[src/rtl/uart_rx.sv]
// ---------------------------------------------------------------------------
// uart_rx
// Memory-mapped UART receiver. It turns 8N1 serial frames into bytes, keeps
// them in a small FIFO, and serves two word registers on the CPU memory bus.
//
//   DATA   (mem_addr_i[3] = 0) : read {24'b0, oldest byte} and pop it;
//                                an empty FIFO reads as 0. Writes are ignored.
//   STATUS (mem_addr_i[3] = 1) : [0] not empty, [1] full, [2] overrun,
//                                [3] frame error, [15:8] fill level.
//                                Writing 1 to bit 2 or bit 3 clears that flag.
//
// Ports
//   clk          system clock
//   rst          asynchronous reset, active low
//   mem_addr_i   bus byte address; the block responds only when both
//                mem_addr_i[IO_MEM_MAP_BIT] and mem_addr_i[UART_RX_MEM_MAP_BIT]
//                are set
//   mem_rstrb_i  read strobe
//   mem_rdata_o  registered read data, held until the next selected read
//   mem_wmask_i  byte write enables (only byte 0 matters here)
//   mem_wdata_i  write data
//   rx_i         serial input, idle high, asynchronous to clk
//   rx_irq_o     high while the FIFO holds at least one byte
// ---------------------------------------------------------------------------
module uart_rx #(
    parameter int IO_MEM_MAP_BIT      = 22,
    parameter int UART_RX_MEM_MAP_BIT = 2,
    parameter int CLK_FREQ_HZ         = 50_000_000,
    parameter int BAUD_RATE           = 115_200,
    parameter int FIFO_DEPTH          = 16
) (
    input  logic        clk,
    input  logic        rst,
    input  logic [31:0] mem_addr_i,
    input  logic        mem_rstrb_i,
    output logic [31:0] mem_rdata_o,
    input  logic [3:0]  mem_wmask_i,
    input  logic [31:0] mem_wdata_i,
    input  logic        rx_i,
    output logic        rx_irq_o
);

    localparam int CLKS_PER_BIT = CLK_FREQ_HZ / BAUD_RATE;
    localparam int CNT_W        = $clog2(CLKS_PER_BIT);
    localparam int AW           = $clog2(FIFO_DEPTH);
    localparam int PTR_W        = AW + 1;

    localparam logic [CNT_W-1:0] CNT_FULL = CNT_W'(CLKS_PER_BIT - 1);
    localparam logic [CNT_W-1:0] CNT_HALF = CNT_W'(CLKS_PER_BIT / 2 - 1);

    typedef enum logic [2:0] {
        S_IDLE,
        S_START,
        S_DATA,
        S_STOP,
        S_BREAK
    } state_t;

    // Serial front end
    logic             r_rxMeta;
    logic             r_rxSync;

    // Receiver FSM and its datapath
    state_t           r_state;
    state_t           w_nextState;
    logic [CNT_W-1:0] r_cnt;
    logic [2:0]       r_bitIdx;
    logic [7:0]       r_shift;
    logic             w_cntLoad;
    logic [CNT_W-1:0] w_cntLoadVal;
    logic             w_shiftEn;
    logic             w_bitClr;
    logic             w_bitInc;
    logic             w_push;
    logic             w_frameErrSet;

    // FIFO
    logic [7:0]       r_mem [FIFO_DEPTH];
    logic [PTR_W-1:0] r_wrPtr;
    logic [PTR_W-1:0] r_rdPtr;
    logic [PTR_W-1:0] w_level;
    logic             w_empty;
    logic             w_full;
    logic             w_pop;
    logic             w_wrEn;

    // Bus side
    logic             w_sel;
    logic             w_rdStb;
    logic             w_statusWr;
    logic             w_overrunSet;
    logic             r_overrun;
    logic             r_frameErr;
    logic [31:0]      w_status;
    logic [31:0]      w_rdValue;
    logic             w_unused;

    // Two-flop synchroniser. Both flops reset to the idle line level so a
    // reset never looks like a start bit.
    always_ff @(posedge clk or negedge rst) begin
        if (!rst) begin
            r_rxMeta <= 1'b1;
            r_rxSync <= 1'b1;
        end else begin
            r_rxMeta <= rx_i;
            r_rxSync <= r_rxMeta;
        end
    end

    // FSM state register
    always_ff @(posedge clk or negedge rst) begin
        if (!rst) begin
            r_state <= S_IDLE;
        end else begin
            r_state <= w_nextState;
        end
    end

    // Next state and datapath controls. The baud counter is reloaded on every
    // state entry (and between data bits); a state acts when it reaches 0.
    // START waits half a bit so that all later samples land mid-bit.
    always_comb begin
        w_nextState   = r_state;
        w_cntLoad     = 1'b0;
        w_cntLoadVal  = CNT_FULL;
        w_shiftEn     = 1'b0;
        w_bitClr      = 1'b0;
        w_bitInc      = 1'b0;
        w_push        = 1'b0;
        w_frameErrSet = 1'b0;
        case (r_state)
            S_IDLE: begin
                if (!r_rxSync) begin
                    w_nextState  = S_START;
                    w_cntLoad    = 1'b1;
                    w_cntLoadVal = CNT_HALF;
                end
            end
            S_START: begin
                if (r_cnt == '0) begin
                    if (r_rxSync) begin
                        w_nextState = S_IDLE;
                    end else begin
                        w_nextState = S_DATA;
                        w_cntLoad   = 1'b1;
                        w_bitClr    = 1'b1;
                    end
                end
            end
            S_DATA: begin
                if (r_cnt == '0) begin
                    w_shiftEn = 1'b1;
                    w_cntLoad = 1'b1;
                    if (r_bitIdx == 3'd7) begin
                        w_nextState = S_STOP;
                    end else begin
                        w_bitInc = 1'b1;
                    end
                end
            end
            S_STOP: begin
                if (r_cnt == '0) begin
                    if (r_rxSync) begin
                        w_push      = 1'b1;
                        w_nextState = S_IDLE;
                    end else begin
                        w_frameErrSet = 1'b1;
                        w_nextState   = S_BREAK;
                    end
                end
            end
            S_BREAK: begin
                if (r_rxSync) begin
                    w_nextState = S_IDLE;
                end
            end
            default: begin
                w_nextState = S_IDLE;
            end
        endcase
    end

    // Baud counter, bit index and shift register. Bits arrive LSB first, so
    // each new sample enters at the top and moves down.
    always_ff @(posedge clk or negedge rst) begin
        if (!rst) begin
            r_cnt    <= '0;
            r_bitIdx <= '0;
            r_shift  <= '0;
        end else begin
            if (w_cntLoad) begin
                r_cnt <= w_cntLoadVal;
            end else if (r_cnt != '0) begin
                r_cnt <= r_cnt - 1'b1;
            end
            if (w_bitClr) begin
                r_bitIdx <= '0;
            end else if (w_bitInc) begin
                r_bitIdx <= r_bitIdx + 1'b1;
            end
            if (w_shiftEn) begin
                r_shift <= {r_rxSync, r_shift[7:1]};
            end
        end
    end

    assign w_sel      = mem_addr_i[IO_MEM_MAP_BIT] & mem_addr_i[UART_RX_MEM_MAP_BIT];
    assign w_rdStb    = w_sel & mem_rstrb_i;
    assign w_statusWr = w_sel & mem_wmask_i[0] & mem_addr_i[3];

    // Pointers carry one extra wrap bit so full and empty are distinguishable.
    assign w_level = r_wrPtr - r_rdPtr;
    assign w_empty = (r_wrPtr == r_rdPtr);
    assign w_full  = (r_wrPtr[AW] != r_rdPtr[AW]) &&
                     (r_wrPtr[AW-1:0] == r_rdPtr[AW-1:0]);

    // A pop frees a slot in the same cycle, so a push into a full FIFO is
    // accepted when a DATA read happens alongside it. A pop is gated by the
    // current empty flag, which keeps a byte pushed during a read of an empty
    // FIFO for the next read.
    assign w_pop        = w_rdStb & ~mem_addr_i[3] & ~w_empty;
    assign w_wrEn       = w_push & (~w_full | w_pop);
    assign w_overrunSet = w_push & w_full & ~w_pop;

    // FIFO storage needs no reset; the pointers define what is valid.
    always_ff @(posedge clk) begin
        if (w_wrEn) begin
            r_mem[r_wrPtr[AW-1:0]] <= r_shift;
        end
    end

    // FIFO pointers
    always_ff @(posedge clk or negedge rst) begin
        if (!rst) begin
            r_wrPtr <= '0;
            r_rdPtr <= '0;
        end else begin
            if (w_wrEn) begin
                r_wrPtr <= r_wrPtr + 1'b1;
            end
            if (w_pop) begin
                r_rdPtr <= r_rdPtr + 1'b1;
            end
        end
    end

    // Sticky error flags with write-one-to-clear. A set in the same cycle as
    // a clear wins so an event is never lost.
    always_ff @(posedge clk or negedge rst) begin
        if (!rst) begin
            r_overrun  <= 1'b0;
            r_frameErr <= 1'b0;
        end else begin
            r_overrun  <= w_overrunSet |
                          (r_overrun & ~(w_statusWr & mem_wdata_i[2]));
            r_frameErr <= w_frameErrSet |
                          (r_frameErr & ~(w_statusWr & mem_wdata_i[3]));
        end
    end

    assign w_status = {16'h0000, 8'(w_level), 4'h0,
                       r_frameErr, r_overrun, w_full, ~w_empty};

    always_comb begin
        w_rdValue = '0;
        if (mem_addr_i[3]) begin
            w_rdValue = w_status;
        end else if (!w_empty) begin
            w_rdValue = {24'h000000, r_mem[r_rdPtr[AW-1:0]]};
        end
    end

    // Registered read port, updated only by selected reads
    always_ff @(posedge clk or negedge rst) begin
        if (!rst) begin
            mem_rdata_o <= '0;
        end else if (w_rdStb) begin
            mem_rdata_o <= w_rdValue;
        end
    end

    assign rx_irq_o = ~w_empty;

    // Bus bits this block does not decode
    assign w_unused = &{1'b0, mem_addr_i, mem_wdata_i, mem_wmask_i};

endmodule

[config.mk]
export PLATFORM = sky130hd
export DESIGN_NAME = uart_rx
export DESIGN_NICKNAME = d
export VERILOG_FILES = /design/src/rtl/uart_rx.sv
export SDC_FILE = /design/constraint.sdc
export NUM_CORES = 1
export LEC_CHECK = 0
export CAP_MARGIN = 20
export CORE_ASPECT_RATIO = 0.8
export CORE_MARGIN = 5
export CORE_UTILIZATION = 25
export CTS_CLUSTER_SIZE = 24
export DETAILED_ROUTE_END_ITERATION = 7
export GPL_TIMING_DRIVEN = 0
export HOLD_SLACK_MARGIN = 0.12
export REMOVE_ABC_BUFFERS = 1
export SYNTH_ARGS = -nofsm -noshare
export SYNTH_HDL_FRONTEND = slang
export SYNTH_SLANG_ARGS = --single-unit
export TNS_END_PERCENT = 1
[constraint.sdc]
create_clock -name clk -period 3.3 [get_ports clk]
set_input_delay 0.33 -clock clk [delete_from_list [all_inputs] [get_ports clk]]
set_output_delay 0.33 -clock clk [all_outputs]
set_load 0.02 [all_outputs]
Yosys cells after proc, flatten, opt, wreduce, memory -nomap -nowiden --
Memories as Yosys holds them, arrays and structs flattened. Cells that the tools add are included.
Word-level totals: register bits after elaboration 69, output and inout port bits 33, word-level logic and storage cells 92, memories kept 1, RAM bits 128, bits of input ports 72
Memories:
- r_mem | depth 16, width 8, read ports 1, clocked after memory_dff 0, write ports 1, line 78 | logic [7:0] r_mem [FIFO_DEPTH];
Cells by class: eq/ne operators 14, multiplexer cells 32, reductions and logical operators 7, $add $sub $neg 5, bitwise gates (word level) 22
Operator list (count):
- $mux 9 | 4
- $mux 32 | 1
- $mux 3 | 9
- $pmux 3 s5 | 1
- $mux 1 | 14
- $and 1x1->1 | 13
- $ne 2x2->1 const B | 6
- $add 5x1->5 const B | 2
- $logic_not 9->1 | 1
- $reduce_bool 9->1 | 1
- $sub 9x1->9 const B | 1
- $mux 8 | 1
- $eq 3x2->1 const B | 2
- $eq 3x3->1 const B | 2
- $not 1->1 | 6
- $reduce_and 6->1 | 1
- $eq 5x5->1 | 1
- $sub 5x5->5 | 1
- $eq 4x4->1 | 1
- $reduce_bool 2->1 | 2
- $add 3x1->3 const B | 1
- $eq 3x1->1 const B | 1
- $logic_not 3->1 | 1
- $or 1x1->1 | 3
- other kinds (4) | 4

Depth between registers and ports, before layout --
depth after elaboration 8, depth in mapped cells 9, mapped depth without buffers 7

Worst setup path after synthesis --
No wires, ideal clock.
kind reg-to-reg, from register r_rdPtr[3], to memory r_mem[2][0], enable pin, path buffers 3, library setup time 395 ps, data arrival time 3131 ps, path slack -226 ps, clock period less this slack 3526 ps, stages on the path, launching flop included 10, cell sequence dfrtp_1 > buf_1 > clkbuf_1 > inv_1 > ha_1 > and4_1 > o211ai_1 > nand4_1 > clkbuf_1 > nor4_1
Between the ends: longest elaborated chain between the ends 7
RTL lines:
- from (decl) | line 80 | logic [PTR_W-1:0] r_rdPtr;
- from (signal assigned) | line 242 | r_rdPtr <= r_rdPtr + 1'b1;
- $eq 5x5->1 / $eq 4x4->1 (equally long branches) | line 213, 215
- $not 1->1 / $logic_and 1x1->1 (equally long branches) | line 221, 214
- $and 1x1->1 / $not 1->1 (equally long branches) | line 221, 222
- $or 1x1->1 * | line 222 | assign w_wrEn = w_push & (~w_full | w_pop);
- $and 1x1->1 * | line 222
- $mux 1 * | line 227 | if (w_wrEn) begin
- $mux 1 (not written as such) * | line 228 | r_mem[r_wrPtr[AW-1:0]] <= r_shift;
- to (decl) | line 78
Every way passes the cells marked *; elsewhere a longest branch is shown, timed or not.

Final worst setup path --
from register r_cnt[0], to memory r_mem[14][4], enable pin
Between the ends: longest elaborated chain between the ends 6
RTL lines:
- from (decl) | line 66 | logic [CNT_W-1:0] r_cnt;
- from (signal assigned) | line 192 | r_cnt <= w_cntLoadVal;
- from (signal assigned) | line 194 | r_cnt <= r_cnt - 1'b1;
- $logic_not 9->1 | line 162 | if (r_cnt == '0) begin
- $mux 1 | line 162
- $mux 1 | line 131 | case (r_state)
- $and 1x1->1 | line 222
- $mux 1 | line 227
- $mux 1 (not written as such) | line 228
No other way between the ends.

==> impl_metrics.toml <==
[outcome]
outcome = "finished, final reports clean"

[sta]
max_freq_mhz = 314
finClkSkew_ns = 0.0141
min_period_over_period_pct = 96.6
rsz0062_at_grt = "true"
worst_pin_slew_ns = 0.817
final_max_slew_viol_count = 0
final.setup.tns_ns = 0
setup_violations = 0
slew_headroom_pct = 45.2
hold_viol_final = 0
fin_crit_ns = 3.19

[placed_design]
placed_cell_area_sq_um = 8330
placed_cells_incl_taps = 914
dp_hpwl_um = 10400
gp_congestion = 0.753
portBuffers = 23

[setup_path]
end_kind = "flip-flop"
cp_data_arrival_time_ns = 3.32
crit_required_ns = 3.43
crit_type = "flip-flop to flip-flop"
cp-start-kind = "flip-flop"
worstPathMaxFanout = 14

[clock_network]
cts_max_path_buffers = 2
cts_root_buf = "clkbuf_16"
cts_tree = "yes"
clock_latency_ns = 0.44
cts.clk_slew.worst_paths_ns = 0.07
cts_made_buffers = 17
htree_levels = 4
clock-sinks = 178

[power]
fin_total_pwr_mw = 5.31
ir_drop_v = 0.000329
p_per_area_nw_per_um2 = 594
p_leak_nw = 3.44

[job]
maxCapViolations = 0

[cells_and_area]
area_delta_synth_final_pct = 17.8
nFillCells = 2967
drive_gt1_share_pct = 21.6
utilization_pct = 29.7
stdcell_area_sq_um = 8950
diodes = 0
finalNetCount = 608
final_cells = 949

[yosys]
yosysSeqAreaShare_pct = 67.1
synth.distinct_cells = 57
synth_edf_count = 128
syn_area_per_cell_sq_um = 15.5
yosysWarningCount = 0
async_flop_share_pct = 28.1
ys.flop_type = "edfxtp_1"
ys_seq_elements = 178
synthCells = 489
synthesis.area_sq_um = 7590

[route]
drt_iter0_drc = 389
drtPass1Iterations = 4
wirelength_um = 15400
via_per_inst = 4.36
drtAntennaViolNets = 0
drc = 0
vias = 4137
wire_per_inst_um = 16.2

[floorplanning]
io_pins = 105
die_area_sq_um = 34000
rows = 57
die_x_um = 205
die_h_um = 166
coreArea_sq_um = 30200
start_util_pct = 25.2

[global_route]
antenna_found_initial = 0
busiest_layer = "met2"
grt_max_degree = 29
grt_use_met1_pct = 13.5
grt_use_total_pct = 9.30
grt_pass1_wl_um = 24600
grt_overflow_total = 0
first_global_vias = 4120
met3_usage_pct = 2.46
grt_use_met2_pct = 13.7

[hold_path]
hold_class = "input pin to flip-flop"
==> logic make-up after synthesis <==
| group | Yosys count | synth area share (%) |
|---|---|---|
| other cells | 1 | 0.0494 |
| flops | 178 | 67.1 |
| fa+ha+maj | 13 | 2.24 |
| buf+inv | 54 | 3.76 |
| compound gates | 49 | 4.60 |
| mux | 47 | 11.1 |
| simple gates | 133 | 9.46 |
| xor+xnor | 14 | 1.61 |
==> power breakdown <==
part / internal [mW] / leakage (nW) / switching [mW] / total, mW
combinational: 0.384 / 1.04 / 0.409 / 0.792
clock: 0.987 / 0.269 / 0.915 / 1.90
sequential: 2.44 / 2.13 / 0.181 / 2.62
==> final cells by class <==
cell class / count / area, sq um / share of cell area [%]
flip-flops and latches: 178 / 5100 / 57.1
clock buffers: 18 / 429 / 4.80
clock inverters: 14 / 116 / 1.30
multi-input cells: 275 / 2360 / 26.4
inverters: 11 / 41.3 / 0.462
well taps: 413 / 517 / 5.78
repair buffers: 40 / 378 / 4.22
==> synth_stat cells (3+ instances only) <==
library cell  number  area share [%]
edfxtp_1         128              51
dfrtp_1           48              16
nand2_1           35             1.7
mux4_2            29             8.6
nand3_1           22             1.5
buf_4             19             1.9
clkbuf_1          17            0.84
nor2_1            15            0.74
nor3_1            15            0.99
ha_1              12             2.0
inv_1             11            0.54
mux2_2            10             1.5
xnor2_1           10             1.2
mux2i_1            8             1.1
a21oi_1            7            0.46
nand2b_1           7            0.58
nor2b_1            7            0.58
o21ai_0            7            0.46
a22o_1             6            0.69
a22oi_1            6            0.59
nand4_1            6            0.49
nor4_1             5            0.41
o21a_1             4            0.40
xor2_1             4            0.46
and3_1             3            0.25
buf_1              3            0.15
buf_2              3            0.20
o31ai_1            3            0.30
==> worst max-delay path, stage by stage, from the launching register on <==
cell,delay [ns]
dfrtp_1,0.42
inv_1,0.07
ha_1,0.17
or3b_4,0.43
nor4_2,0.42
buf_4,0.27
nand4_1,0.10
buf_4,0.23
nor3_1,0.45
buf_2,0.31
==> metrics by stage <==
step / hold WS (ns) / worst slack [ns]
floorplan: 0.0344 / -0.564
global placement: 0.350 / -2.25
detailed placement: 0.352 / -0.828
CTS: 0.281 / -0.0125
global route: 0.286 / -0.0834
finish: 0.302 / 0.111
==> cells in the final DEF, fill, tap and decap left out, types with 8 or more instances in the layout <==
| cell type | netlist | layout |
|---|---|---|
| conb_1 | 1 | 19 |
| mux2_2 | 10 | 10 |
| ha_1 | 12 | 12 |
| nand3_1 | 22 | 22 |
| edfxtp_1 | 128 | 128 |
| xnor2_1 | 10 | 10 |
| inv_6 | 0 | 8 |
| clkdlybuf4s50_1 | 0 | 22 |
| dfrtp_1 | 48 | 44 |
| nand2_1 | 35 | 35 |
| nor2_1 | 15 | 12 |
| nor3_1 | 15 | 9 |
| clkbuf_16 | 0 | 17 |
| mux4_2 | 29 | 29 |
| inv_1 | 11 | 11 |
| mux2i_1 | 8 | 8 |
==> per-layer routing <==
metal	vias to the layer above	share of wire, %
li1	1909	-
met1	2111	47
met2	100	46
met3	17	5.4
met4	0	1.2
met5	-	0
==> what timing repair did <==
| item | 4_1_cts | 5_1_grt |
|---|---|---|
| setup endpoints to repair | 128 | 108 |
| hold buffers | 1 | 0 |
| gates resized for setup | 2 | 9 |
| buffers inserted | 2 | 0 |
| hold endpoints to repair | 25 | 0 |
| pin swaps | 1 | 1 |
==> state kept, by name (all words and copies together) (netlist names) <==
register,count
r_overrun,1
r_rxSync,1
r_cnt,9
r_shift,8
r_frameErr,1
r_state,3
r_rdPtr,5
r_rxMeta,1
mem_rdata_o,13
r_bitIdx,3
r_mem,128
r_wrPtr,5
==> path summary, 6_finish.rpt <==
path | slack (ns) | depth (start not counted) | to | start
worst max register to register | 0.11 | 9 | r_mem[14][4]$_DFFE_PP_ | r_cnt[0]$_DFFE_PN0P_
min in group asynchronous | 0.50 | 2 | r_bitIdx[0]$_DFFE_PN0P_ | rst
max in group asynchronous | 2.19 | 3 | r_rdPtr[1]$_DFFE_PN0P_ | rst
worst max-delay path | 0.11 | 9 | r_mem[14][4]$_DFFE_PP_ | r_cnt[0]$_DFFE_PN0P_
worst min-delay path | 0.30 | 1 | r_rxMeta$_DFF_PN1_ | rx_i
worst min register to register | 0.36 | 0 | r_rxSync$_DFF_PN1_ | r_rxMeta$_DFF_PN1_
No activity file was read; power rests on OpenSTA's default activity.
==> patch (config.mk and constraints unchanged) <==
Change the parameter `CLK_FREQ_HZ` from 50_000_000 to 200_000_000.
--- a/src/rtl/uart_rx.sv
+++ b/src/rtl/uart_rx.sv
@@ -27,3 +27,3 @@
     parameter int UART_RX_MEM_MAP_BIT = 2,
-    parameter int CLK_FREQ_HZ         = 50_000_000,
+    parameter int CLK_FREQ_HZ         = 200_000_000,
     parameter int BAUD_RATE           = 115_200,
Function: same outputs for any inputs over 4 cycles, from zero or initial values and one cycle with rst low; that may be too few to reach the edited logic, so the function may still have changed.
==> patch against the unedited design <==
- design area decreased by 0.42%
- via count increased by 1.2%
- sequential cell count increased by 2
- global-route usage about the same
- power increased by 3.6%
- routed wire length increased by 1.1%
- synthesized area increased by 0.77%
- worst setup slack improved by 110 ps
- largest power group unchanged
==> patch: results (changes against the unedited design) <==
Mapped Cells=502 (was 489); most frequent cells after synthesis=edfxtp_1, nand2_1, dfrtp_1, mux4_2, nor2_1 (was edfxtp_1, dfrtp_1, nand2_1, mux4_2, nand3_1); yosys warns=0 (unchanged); worst min-delay path class=in -> reg (unchanged); Post-synth EDFFs=128 (unchanged); Synth cell types=55 (was 57); largest net degree at the start of global routing=31 (was 29); hold depth=1 (unchanged); first-pass GRT wire length=24600 um (about the same); adder-cell share of the synthesized area=2.22% (was 2.24%); routed len/inst=16.3 um (was 16.2 um); Peak VDD IR=0.000283 V (was 0.000329 V); WL final=15600 um (was 15400 um); Worst R2R Path Depth=9 (unchanged); worst skew pair latency=around 430 ps; CTS root buf=clkbuf_16 (unchanged); Pleak=3.50 nW (was 3.44 nW); XOR/XNOR Fraction of Synth Area=2.06% (was 1.62%); delay of the slowest critical-path stage=550 ps (was 450 ps); hpwl dp=10200 um (was 10400 um); Final Wtd Congestion=0.732 (was 0.753); Worst Skew=10.7 ps (was 14.1 ps); Rel. slew slack=56.0% (was 45.2%); post-CTS setup buffers=0 (was 2); nets@finish=617 (was 608); Critical Path AT=3220 ps (was 3320 ps); Critical-path top delay cell=dfrtp_2 (was nor3_1); largest cells by area after synthesis=edfxtp_1, dfrtp_1, mux4_2 (unchanged); outcome=complete, no violations (unchanged); register clock-pin slew on the reported worst setup and hold paths=approximately 60 ps; Tot GR Track Use=9.27% (was 9.30%); Seq/Total Area, Yosys=67.3% (was 67.1%); placed cells=923 (was 914); critical-path maximum fanout=17 (was 14); CTS buffer count=17 (unchanged); Max H-tree Level=4 (unchanged); Synth Area in Compound Gates=4.30% (was 4.60%); Post-CTS Resized=5 (was 2); asr flop ratio synth=28.9% (was 28.1%); crit path launch=r_rdPtr[3] (was r_cnt[0]); drt via density=4.37 (was 4.36); Post-DP Area=0.00831 mm2 (was 0.00833 mm2); Detailed Route Iter0 Violations=275 (was 389); dpl ws=-1180 ps (was -828 ps); mux contribution to synthesized area=10.6% (was 11.1%); share of cells above drive strength 1=16.7% (was 21.6%)
-- patch: worst paths after layout --
path,to,slack [ps]
setup / recovery,r_mem[3][4],220
hold / removal,r_rxMeta,300
setup reg to reg,r_mem[3][4],220
hold reg to reg,r_rxSync,360
max in group asynchronous,r_rdPtr[2],2270
min in group asynchronous,r_bitIdx[1],420
-- patch: final cells by class --
class / instances / area (um2)
clock inverter: 13 / 111
inverter: 10 / 38.8
timing repair buffer: 31 / 327
multi-input combinational: 292 / 2320
clock buffer: 19 / 443
fill: 3018 / 21400
sequential: 180 / 5150
tap: 413 / 517
-- patch: routing by layer --
layer | GRT usage, % | routed length, um | up-vias
met2 | 13.9 | 7170 | 99
met1 | 13.5 | 7600 | 2143
met3 | 2.37 | 677 | 10
met5 | 0 | 0 | -
met4 | 2.13 | 125 | 0
li1 | - | - | 1933
-- patch: power by group --
group	total (mW)	internal, mW	switching [mW]
sequential	2.65	2.48	0.175
combinational	0.951	0.432	0.518
clock	1.90	1.05	0.845
